### config.mk
export PLATFORM = sky130hd
export DESIGN_NAME = imem_loader
export DESIGN_NICKNAME = d
export VERILOG_FILES = /design/src/rtl/imem_loader.sv
export SDC_FILE = /design/constraint.sdc
export NUM_CORES = 1
export LEC_CHECK = 0
export ABC_AREA = 1
export BUFFER_PORTS_ARGS = -buffer_cell sky130_fd_sc_hd__buf_2
export CAP_MARGIN = 20
export CORE_AREA = 2 2 95 97
export DETAILED_ROUTE_END_ITERATION = 10
export DIE_AREA = 0 0 97 99
export PLACE_DENSITY = 0.66
export SLEW_MARGIN = 20
export SYNTH_ARGS = -nofsm -noshare
export SYNTH_HDL_FRONTEND = slang
export SYNTH_SLANG_ARGS = --single-unit
### constraint.sdc
create_clock -name clk -period 2.3 [get_ports clk]
set_clock_uncertainty 0.05 [all_clocks]
set_input_delay 0.46 -clock clk [delete_from_list [all_inputs] [get_ports clk]]
set_output_delay 0.46 -clock clk [all_outputs]
set_load 0.01 [all_outputs]
### src/rtl/imem_loader.sv
// Byte-stream program loader for the 256x16 instruction memory: parses
// {count, N big-endian words, XOR checksum} and freezes the core while loading.
module imem_loader #(
  parameter int ADDR_W  = 8,
  parameter int TIMEOUT = 1000
) (
  input  logic              clk,
  input  logic              rst,
  input  logic              start,
  input  logic [7:0]        rx_data,
  input  logic              rx_valid,
  output logic              rx_ready,
  output logic              mem_we,
  output logic [ADDR_W-1:0] mem_addr,
  output logic [15:0]       mem_wdata,
  output logic              cpu_hold,
  output logic              busy,
  output logic              done,
  output logic              err
);

  localparam int TW = $clog2(TIMEOUT + 1);

  typedef enum logic [2:0] {
    S_IDLE, S_COUNT, S_HI, S_LO, S_WR, S_CHK, S_FIN
  } state_t;

  state_t            r_state;
  logic [ADDR_W-1:0] r_cnt;
  logic [ADDR_W-1:0] r_idx;
  logic [7:0]        r_hi;
  logic [7:0]        r_xor;
  logic [TW-1:0]     r_tmo;

  logic              w_acc;
  logic              w_tmo;
  logic [ADDR_W-1:0] w_last_idx;

  // rx_ready is registered and already reflects the state, so it alone gates accept
  assign w_acc      = rx_valid && rx_ready;
  assign w_tmo      = (r_tmo == TW'(TIMEOUT));
  // count 0 wraps to all-ones, i.e. a full 2^ADDR_W word image
  assign w_last_idx = r_cnt - ADDR_W'(1);

  always_ff @(posedge clk or posedge rst) begin
    if (rst) begin
      r_state   <= S_IDLE;
      r_cnt     <= '0;
      r_idx     <= '0;
      r_hi      <= '0;
      r_xor     <= '0;
      r_tmo     <= '0;
      rx_ready  <= 1'b0;
      mem_we    <= 1'b0;
      mem_addr  <= '0;
      mem_wdata <= '0;
      cpu_hold  <= 1'b0;
      busy      <= 1'b0;
      done      <= 1'b0;
      err       <= 1'b0;
    end else begin
      mem_we <= 1'b0;
      case (r_state)
        S_IDLE: begin
          if (start) begin
            r_state  <= S_COUNT;
            done     <= 1'b0;
            err      <= 1'b0;
            r_xor    <= '0;
            r_idx    <= '0;
            r_tmo    <= '0;
            cpu_hold <= 1'b1;
            busy     <= 1'b1;
            rx_ready <= 1'b1;
          end
        end
        S_COUNT, S_HI, S_LO, S_CHK: begin
          if (w_acc) begin
            r_tmo <= '0;
            case (r_state)
              S_COUNT: begin
                r_cnt   <= ADDR_W'(rx_data);
                r_state <= S_HI;
              end
              S_HI: begin
                r_hi    <= rx_data;
                r_xor   <= r_xor ^ rx_data;
                r_state <= S_LO;
              end
              S_LO: begin
                r_xor     <= r_xor ^ rx_data;
                mem_we    <= 1'b1;
                mem_addr  <= r_idx;
                mem_wdata <= {r_hi, rx_data};
                rx_ready  <= 1'b0;
                r_state   <= S_WR;
              end
              S_CHK: begin
                if (rx_data == r_xor) begin
                  done     <= 1'b1;
                  cpu_hold <= 1'b0;
                end else begin
                  err <= 1'b1;
                end
                busy     <= 1'b0;
                rx_ready <= 1'b0;
                r_state  <= S_FIN;
              end
              default: ;
            endcase
          end else if (w_tmo) begin
            // stalled host: abort, keep the core frozen, keep partial writes
            err      <= 1'b1;
            busy     <= 1'b0;
            rx_ready <= 1'b0;
            r_tmo    <= '0;
            r_state  <= S_FIN;
          end else begin
            r_tmo <= r_tmo + 1'b1;
          end
        end
        S_WR: begin
          r_idx    <= r_idx + 1'b1;
          r_tmo    <= '0;
          rx_ready <= 1'b1;
          r_state  <= (r_idx == w_last_idx) ? S_CHK : S_HI;
        end
        S_FIN: r_state <= S_IDLE;
        default: r_state <= S_IDLE;
      endcase
    end
  end

endmodule
==> results.md, run 1 <==
- Status: completed
- Internal power: about 3.3 mW
- Power share of the clock group: 0.201
- Routability cong.: 0.845
- Post-route minimum period: 1.75 ns
- Residual DRC: 0
- Crit. End Element: flip-flop
- Synth Instances: ~460
- Filler Cells Inserted: 820
- Clock Latency Late Sink: 0.36 ns
- Top post-synthesis cells by area: dfrtp_1 (49%), nand2_1 (14%), inv_1 (5.8%)
- Setup Buffers After CTS: 0
- Synth cell types: 32
- Ratio of cells with drive above 1 in the final layout: 0.191
- Slew headroom: 0.628
- Core area: about 8600 um^2
- Post-DRT Antenna Nets: 0
- Port Buf Inserts: 41
- Area share of the leading cell type in the synthesized netlist: 0.493
- Initial Util: 0.445
- Post-CTS sizing: 0
- Root buf cell: clkbuf_8
- CTS clk-pin slew, worst paths: roughly 0.08 ns
- Fin worst setup slack: 0.554 ns
- Cell Area, Synth: 3810 um^2
- Class of the worst hold path: in2async
- Row cnt: 34
- Yosys reg bits: 75
- Area growth syn-to-layout: 13.7%
- DP Worst Slack: 0.551 ns
- Switching Share: 0.423
- CP max FO: 9
- H-tree depth: 3
- First-pass GRT wire length: 14300 um
- Switch Pwr: 2.41 mW
- Vert. Die Dim: approximately 99 um
- Initial drt markers: roughly 140
- Final Hold Viols: 0
- Largest net degree at the start of global routing: between 70 and 80
- Final setup viols: 0
- Number of global-route vias before repair: between 3000 and 4000
- Critical R2R Capture: r_xor[7]$_DFFE_PP0P_
- Power per cell area: 1320 nW/um^2
- DIE AREA: 9600 um^2
- Yosys warnings: 0
- Syn nets: 478
- Average vias per placed instance: 4.88
- CTS Buffer Depth: 2
- Global route overflow: 0
- LEAKAGE: about 2.3 nW
- Routed WL: between 8000 and 9000 um
- Worst r2r path cells: 5
- Width of the die: between 90 and 100 um
- Clock sink count: 75
- Critical path type: reg2reg
- CP Launch Type: flip-flop
- GRT Util Overall: 0.185
- Mean Syn Cell Area: slightly above 8 um^2
- NumNets Final: 524
- Final Max Slew Viols: 0
- Unrepaired setup endpoints after global routing: false
- Total negative slack: 0 ns
- IO Pins: between 40 and 50
- FMAX: approximately 570 MHz
- Antenna violations before repair: 0
- Total design power: roughly 5.7 mW
- Peak VDD IR: roughly 0.48 mV
- Num CTS Buffers: 9
- Post-synthesis sequential area ratio: 0.493
- Vias: roughly 3000
- R2r startpoint: r_state[2]$_DFFE_PP0P_
- Detailed Place HPWL: 5890 um
- CTS tree: built
- Combinational power share: 0.417
- Slew @ Worst Pin: between 0.5 and 0.6 ns
- Max Cap Viol: 0
- Final Cycle Share: 0.759
- 1st-pass router iterations: 5
- Crit path DAT: 1.91 ns
- Required time of the critical path: roughly 2.5 ns
- Diode count: 0
- Flop pwr share: 0.382
- Reg-to-reg slack, setup: around 0.55 ns
- Post-CTS Hold Buffers: 0
- Drt wl/cell: 13.0 um
- Largest area contributor in the netlist: dfrtp_1
[layout make-up]
class	count	area (um^2)	share of cell area
clock buffers	9	124	0.0286
clock inverters	7	100	0.0231
inverters	66	270	0.0624
multi-input cells	314	1600	0.369
flip-flops and latches	75	1880	0.433
well taps	108	135	0.0312
repair buffers	42	225	0.0520
[cells by family after synthesis]
logic type      count (synthesis)  share of synthesized area
buf+inv                        73                     0.0871
compound gates                 64                     0.0946
xor+xnor                       11                     0.0253
fa+ha+maj                       4                     0.0131
simple gates                  235                      0.287
flops                          75                      0.493
[layer usage]
metal,track usage,up-vias,share of wire
li1,-,1545,-
met1,0.241,1430,0.48
met2,0.300,45,0.48
met3,0.0511,8,0.035
met4,0.0596,0,0.010
met5,0,-,0
[stage by stage]
stage          cell area [um^2]   util  cells  hold slack, ns
5_1_grt                    4330  0.507    621           0.178
4_1_cts                    4330  0.507    621           0.158
3_5_place_dp               4110  0.480    605           0.409
2_1_floorplan              3810      -    462           0.399
6_report                   4330  0.507    621           0.150
3_3_place_gp               4110  0.480    605           0.398
[placed cells by master (no fill, tap or decap), types with 4 or more instances in the layout]
master	count
ha_1	4
o21ai_2	6
nand2_4	4
o21ai_1	21
o21ai_0	22
xnor2_1	8
o22ai_1	9
nor2_4	4
inv_2	4
nand2_2	7
nand4_1	4
nand3_1	22
clkbuf_8	9
nor3_1	4
inv_1	58
nor2_1	41
dfrtp_1	75
nand2_1	137
a21oi_1	4
buf_2	41
[worst max-delay path: stages (launching register included)]
cell	delay [ns]
dfrtp_1	0.59
inv_1	0.15
nand2_2	0.12
nor2_2	0.07
nor4_4	0.49
o22ai_1	0.13
[sequential cells by signal, indices dropped and copies added (netlist names), 3 cells and up]
name and flops:
r_tmo 10, r_xor 8, r_idx 8, mem_wdata 16, mem_addr 8, r_hi 8
r_state 3, r_cnt 8
[cell usage after synthesis]
cell type / count
nand4_1: 4
clkbuf_1: 1
o21ai_2: 6
inv_1: 59
o32ai_1: 1
xnor2_1: 8
ha_1: 4
nor3_1: 4
buf_6: 5
nand3_2: 3
o22ai_1: 9
inv_4: 2
nor4_4: 1
or2_1: 1
nand2_4: 4
nor2_8: 2
o21ai_1: 21
o31ai_1: 1
xor2_1: 3
nor2_4: 4
nor2_2: 3
a21oi_1: 4
o21ai_0: 22
inv_2: 4
nand2_1: 137
nand3_1: 22
nor2_1: 41
buf_2: 1
nand2_2: 7
bufinv_8: 1
dfrtp_1: 75
nor3_2: 2
[worst max path at each step]
stage / startpoint / cells after the start / endpoint
2_1_floorplan: r_cnt[0]$_DFFE_PP0P_ / 13 / r_state[1]$_DFFE_PP0P_
3_3_place_gp: rx_valid / 6 / r_cnt[4]$_DFFE_PP0P_
3_5_place_dp: rx_valid / 6 / r_cnt[1]$_DFFE_PP0P_
4_1_cts: r_state[2]$_DFFE_PP0P_ / 5 / r_xor[7]$_DFFE_PP0P_
5_1_grt: r_state[2]$_DFFE_PP0P_ / 5 / r_xor[0]$_DFFE_PP0P_
6_report: r_state[2]$_DFFE_PP0P_ / 5 / r_xor[7]$_DFFE_PP0P_
[power by group through the flow]
stage | Clock (mW) | Combinational, mW | Sequential (mW)
2_1_floorplan | 0 | 1.74 | 2.20
3_3_place_gp | 0 | 2.35 | 2.19
3_5_place_dp | 0 | 2.40 | 2.19
4_1_cts | 1.17 | 2.41 | 2.18
5_1_grt | 1.23 | 2.76 | 2.25
6_report | 1.15 | 2.38 | 2.18
Note: power is estimated with default switching activity, not from simulation.
==> run 2: changes to the inputs <==
Clock period 2.3 ns to 1.5 ns, I/O delays scaled along.
==> results.md, run 2 (same netlist as run 1, synthesis figures left out) <==
- R2r startpoint: r_cnt[1]$_DFFE_PP0P_
- Slew headroom: 0.648 (+0.0199)
- H-tree depth: 3 (unchanged)
- Ratio of cells with drive above 1 in the final layout: 0.323 (+0.132)
- Fin worst setup slack: -0.0638 ns (-0.618 ns)
- Max FFs per register: 16 (unchanged)
- Switch Pwr: 4.11 mW (+71%)
- Combinational power share: 0.507 (+0.090)
- Class of the worst hold path: in2async
- Final Cycle Share: 1.04 (+0.283)
- Power per cell area: 2010 nW/um^2 (+53%)
- Final Hold Viols: 0 (unchanged)
- Worst r2r path cells: 8 (+3)
- Slew @ Worst Pin: 0.527 ns (-0.0270 ns)
- Unrepaired setup endpoints after global routing: true
- First-pass GRT wire length: 14600 um (+2.1%)
- CP Launch Point: r_cnt[1]$_DFFE_PP0P_
- Worst Setup EP: r_state[2]$_DFFE_PP0P_
- Port Buf Inserts: 41 (unchanged)
- DIE AREA: 9600 um^2 (unchanged)
- Failing checks: setup timing
- Critical R2R Capture: r_state[2]$_DFFE_PP0P_
- Final Core Density: 0.575 (+0.0686)
- Final setup viols: 4 (+4)
- Vias: 3210 (+6.0%)
- Min Hold Slack: 0.00190 ns (-0.148 ns)
- Crit path DAT: 1.74 ns (-0.17 ns)
- Clock Latency Late Sink: 0.34 ns (-0.02 ns)
- Largest net degree at the start of global routing: 76 (unchanged)
- Detailed Place HPWL: 6260 um (+6.1%)
- Most frequent cells in the layout: nand2_1 (134), dfrtp_1 (73), inv_1 (52)
- Core area: 8550 um^2 (unchanged)
- Residual DRC: 0 (unchanged)
- Routed WL: 8860 um (+9.9%)
- Status: finished, violations left
- Max Cap Viol: 0 (unchanged)
- Routability cong.: 0.862 (+1.9%)
- Initial Util: 0.445 (unchanged)
- Global route overflow: 0 (unchanged)
- Post-route minimum period: 1.56 ns (-0.182 ns)
- Cell area after layout: 4920 um^2 (+14%)
- Average vias per placed instance: 4.82 (-1.2%)
- LEAKAGE: 2.56 nW (+12%)
- CTS Buffer Depth: 2 (unchanged)
- Post-CTS Hold Buffers: 0 (unchanged)
- Most common library cell in the layout ignoring fill and taps: nand2_1
- Crit. End Element: flip-flop
- Power share of the clock group: 0.158 (-0.043)
- Internal power: 5.77 mW (+75%)
- Width of the die: 97 um (unchanged)
- IO Pins: 42 (unchanged)
- Switching Share: 0.416 (-0.00631)
- Regs by FF count: mem_wdata: 16 flops, r_tmo: 10 flops
- Vert. Die Dim: 99 um (unchanged)
- Largest Register: mem_wdata
- Critical path type: reg2reg
- Required time of the critical path: 1.68 ns (-0.79 ns)
- Flop pwr share: 0.334 (-0.048)
- NumNets Final: 569 (+8.6%)
- 1st-pass router iterations: 4 (-1)
- Row cnt: 34 (unchanged)
- Peak VDD IR: 0.745 mV (+55%)
- Initial drt markers: 173 (+21%)
- Diode count: 0 (unchanged)
- Clock sink count: 75 (unchanged)
- Post-DRT Antenna Nets: 0 (unchanged)
- Placed Area: 4450 um^2 (+8.3%)
- CTS clk-pin slew, worst paths: 0.08 ns (about the same)
- Num CTS Buffers: 9 (unchanged)
- Reg-to-reg slack, setup: -0.06 ns (-0.62 ns)
- CTS tree: built
- Antenna violations before repair: 0 (unchanged)
- FMAX: 639 MHz (+12%)
- Number of global-route vias before repair: 3136 (+1.6%)
- GRT Util Overall: 0.188 (+0.00352)
- CP max FO: 3 (-6)
- Root buf cell: clkbuf_8
- Final Max Slew Viols: 0 (unchanged)
- Drt wl/cell: 13.3 um (+2.5%)
- CP Launch Type: flip-flop
- Area growth syn-to-layout: 29.1%
## run 2: cell count changes in the layout (fill, tap and decap cells not counted), sizes merged
cell,before,now
buf,42,86
clkinvlp,1,3
clkinv,4,1
clkbuf,9,13
bufinv,3,2
inv,65,64
## run 2: cell type report
type | instances | area, um^2
Clock buffer | 12 | 145
Clock inverter | 4 | 50.0
Fill cell | 754 | 3630
Inverter | 66 | 278
Multi-Input combinational cell | 314 | 1800
Sequential cell | 75 | 1880
Tap cell | 108 | 135
Timing Repair Buffer | 87 | 636
## run 2: layer usage
metal,vias to the layer above,wire (um),part of all wire,GRT usage
met1,1502,3980,0.45,0.246
li1,1639,-,-,-
met5,-,0,0,0
met4,0,144,0.016,0.0661
met2,55,4420,0.50,0.319
met3,14,314,0.035,0.0312
## run 2: worst min path at each step
| stage | from | endpoint | slack [ns] | depth (start not counted) |
|---|---|---|---|---|
| after global routing | rst | mem_wdata[15]$_DFFE_PP0P_ | 0.03 | 3 |
| after floorplan | r_hi[2]$_DFFE_PP0P_ | mem_wdata[10]$_DFFE_PP0P_ | 0.40 | 2 |
| after CTS | rst | mem_we$_DFF_PP0_ | 0.02 | 3 |
| final | rst | mem_wdata[15]$_DFFE_PP0P_ | 0.002 | 3 |
| after detailed placement | rst | mem_we$_DFF_PP0_ | 0.39 | 3 |
| after global placement | rst | mem_wdata[10]$_DFFE_PP0P_ | 0.39 | 3 |
## run 2: per-stage QoR
stage	power (mW)	TNS, ns	worst slack (ns)	std cells
final	9.88	-0.151	-0.0638	666
after global routing	10.7	-1.87	-0.223	666
after CTS	9.38	-0.584	-0.0571	663
after detailed placement	7.72	-0.531	-0.0616	647
after global placement	7.61	-0.0322	-0.0251	647
after floorplan	6.05	0	0.0103	462
## run 2: what timing repair did
action	4_1_cts	5_1_grt
gates resized for setup	4	54
pin swaps	7	19
cloned	0	1
setup endpoints to repair	19	54
setup buffers	0	2
## run 2: worst max-delay path, stage by stage, from the launching register on
cell     delay (ns)
dfrtp_1        0.40
buf_4          0.14
nor2_1         0.13
nand3_1        0.15
nor2_1         0.16
xor2_1         0.18
nor2_1         0.08
nand3_1        0.11
nand2_1        0.06
## run 2: power by group through the flow
stage	Combinational, mW	Clock [mW]	Sequential [mW]
final	5.01	1.56	3.31
after detailed placement	4.43	0	3.29
after floorplan	2.67	0	3.38
after CTS	4.52	1.60	3.26
after global routing	5.62	1.69	3.40
after global placement	4.34	0	3.27
==> run 3: changes to the inputs <==
Settings changed: CORE_AREA 2 2 95 97 to 2 2 100 93, DIE_AREA 0 0 97 99 to 0 0 102 95, PLACE_DENSITY 0.66 to 0.65.
==> results.md, run 3 (same netlist as run 1, synthesis figures left out) <==
- Status: finished, violations left
- Failing checks: setup timing
- Class of the worst hold path: in2reg
- Largest net degree at the start of global routing: 76 (unchanged)
- Number of global-route vias before repair: 3188 (+1.7%)
- CP bufs+invs: 4 (+3)
- CTS Buffer Depth: 2 (unchanged)
- Min Hold Slack: 0.212 ns (+0.210 ns)
- Residual DRC: 0 (unchanged)
- Crit. End Element: flip-flop
- Required time of the critical path: 1.70 ns (+0.02 ns)
- NumNets Final: 577 (+1.4%)
- Reg-to-reg slack, setup: -0.12 ns (-0.06 ns)
- Global route overflow: 0 (unchanged)
- Critical path, cell by cell: inv_4 > buf_12 > nor2_4 > nand2_4 > nor2_8 > clkinv_8 > clkbuf_16 > nand2_2 > o21ai_1
- CTS tree: built
- CP Depth: 9 (+1)
- IO Pins: 42 (unchanged)
- Detailed Place HPWL: 5940 um (-5.1%)
- Worst Setup EP: mem_wdata[5]$_DFFE_PP0P_
- Routed WL: 9550 um (+7.8%)
- Total negative slack: -1.95 ns (-1.80 ns)
- Average vias per placed instance: 4.83 (+0.27%)
- Initial Util: 0.435 (-0.0103)
- Slowest-stage cell, CP: dfrtp_2
- Area growth syn-to-layout: 37.1%
- Flop pwr share: 0.322 (-0.012)
- Drt wl/cell: 13.9 um (+4.4%)
- Area of the multi-input gates: 1910 um^2 (+6.5%)
- Final Hold Viols: 0 (unchanged)
- First-pass GRT wire length: 14400 um (-0.95%)
- Internal power: 6.09 mW (+5.5%)
- Most common library cell in the layout ignoring fill and taps: nand2_1
- Port Buf Inserts: 41 (unchanged)
- Post-DRT Antenna Nets: 0 (unchanged)
- Row cnt: 33 (-2.9%)
- Regs by FF count: mem_wdata: 16 flops, r_tmo: 10 flops
- Crit path DAT: 1.82 ns (+0.08 ns)
- Critical path type: reg2reg
- CP top delay family: simple AND/OR/NAND/NOR gates
- Core area: 8750 um^2 (+2.4%)
- Routability cong.: 0.856 (-0.67%)
- Final setup viols: 35 (+31)
- Max Cap Viol: 0 (unchanged)
- Switching Share: 0.418 (+0.00198)
- Worst r2r path cells: 9 (+1)
- Filler Cells Inserted: 777 (+3.1%)
- Vert. Die Dim: 95 um (-4.0%)
- Switch Pwr: 4.38 mW (+6.4%)
- CP Launch Point: r_state[1]$_DFFE_PP0P_
- Fin worst setup slack: -0.125 ns (-0.0608 ns)
- Root buf cell: clkbuf_8
- CP max FO: 5 (+2)
- Diode count: 0 (unchanged)
- GRT Util Overall: 0.190 (+0.00182)
- Final Core Density: 0.596 (+0.0213)
- FMAX: 616 MHz (-3.7%)
- Num CTS Buffers: 9 (unchanged)
- Placed Area: 4420 um^2 (-0.73%)
- Post-route minimum period: 1.62 ns (+0.0608 ns)
- CTS clk-pin slew, worst paths: 0.09 ns (about the same)
- Clock Latency Late Sink: 0.36 ns (+0.02 ns)
- Power per cell area: 2000 nW/um^2 (-0.24%)
- Final Max Slew Viols: 0 (unchanged)
- Final Cycle Share: 1.08 (+0.0406)
- CP max stage delay: 0.44 ns (+0.04 ns)
- H-tree depth: 3 (unchanged)
- R2r startpoint: r_state[1]$_DFFE_PP0P_
- 1st-pass router iterations: 4 (unchanged)
- Largest Register: mem_wdata
- LEAKAGE: 2.65 nW (+3.6%)
- Antenna violations before repair: 0 (unchanged)
- Critical R2R Capture: mem_wdata[5]$_DFFE_PP0P_
- Slew headroom: 0.730 (+0.0828)
- Clock sink count: 75 (unchanged)
- DIE AREA: 9690 um^2 (+0.91%)
- Max FFs per register: 16 (unchanged)
- Unrepaired setup endpoints after global routing: true
- Most frequent cells in the layout: nand2_1 (106), dfrtp_1 (73), inv_1 (52)
- CP Launch Type: flip-flop
- Power share of the clock group: 0.171 (+0.013)
- Ratio of cells with drive above 1 in the final layout: 0.383 (+0.0608)
- Slew @ Worst Pin: 0.404 ns (-0.124 ns)
- Combinational power share: 0.507 (about the same)
- Width of the die: 102 um (+5.2%)
- Vias: 3325 (+3.6%)
- Initial drt markers: 155 (-10%)
- Cell area after layout: 5220 um^2 (+6.2%)
- DP Worst Slack: -0.105 ns (-0.0437 ns)
- Peak VDD IR: 1.10 mV (+48%)
- Register area: 1880 um^2 (unchanged)
run 3: cell types whose count changed in the layout (fill, tap and decap cells not counted), sizes merged:
cell	change
clkinv	+4
buf	+3
clkinvlp	-2
bufinv	+1
dlygate4sd3	+1
inv	+1
run 3: stage by stage:
step | cells | power [mW]
floorplan | 462 | 6.05
global placement | 656 | 7.52
detailed placement | 656 | 7.65
CTS | 673 | 9.52
global route | 688 | 11.3
finish | 688 | 10.5
run 3: tightest hold or removal path: cells and delay by family:
kind,cells,cell delay [ns]
AOI/OAI and AO/OA,1,0.07
buffers and inverters,2,0.23
run 3: power by group through the flow:
stage	combinational, mW	clock (mW)	sequential (mW)
floorplan	2.67	0	3.38
global placement	4.26	0	3.25
detailed placement	4.37	0	3.28
CTS	4.46	1.81	3.25
global route	5.92	1.89	3.48
finish	5.31	1.79	3.37
run 3: worst min-delay path by stage:
stage | startpoint | depth (start not counted) | end | slack, ns
final | rx_data[6] | 3 | mem_wdata[6]$_DFFE_PP0P_ | 0.21
after detailed placement | rst | 3 | mem_wdata[9]$_DFFE_PP0P_ | 0.39
after floorplan | r_hi[2]$_DFFE_PP0P_ | 2 | mem_wdata[10]$_DFFE_PP0P_ | 0.40
after global routing | rx_data[6] | 3 | mem_wdata[6]$_DFFE_PP0P_ | 0.21
after CTS | rx_data[6] | 3 | r_cnt[6]$_DFFE_PP0P_ | 0.20
after global placement | rst | 3 | mem_wdata[10]$_DFFE_PP0P_ | 0.39
run 3: per-layer routing:
metal	wire, um	vias to the layer above	GRT usage
met5	0	-	0
met4	225	0	0.0644
met3	319	17	0.0377
met2	4600	58	0.311
met1	4410	1587	0.252
li1	-	1663	-
run 3: repair_timing:
| item | CTS | global route |
|---|---|---|
| hold endpoints to repair | 20 | 0 |
| pin swaps | 4 | 15 |
| setup endpoints to repair | 25 | 65 |
| gates cloned | 0 | 8 |
| buffers inserted | 0 | 8 |
| gates resized for setup | 5 | 100 |
| hold buffers | 1 | 0 |
run 3: cell type report:
class	instances	share of cell area
multi-input combinational	314	0.366
timing repair inverter	1	0.00168
sequential	75	0.360
clock buffer	9	0.0237
tap	122	0.0292
clock inverter	7	0.0192
timing repair buffer	94	0.145
inverter	66	0.0546
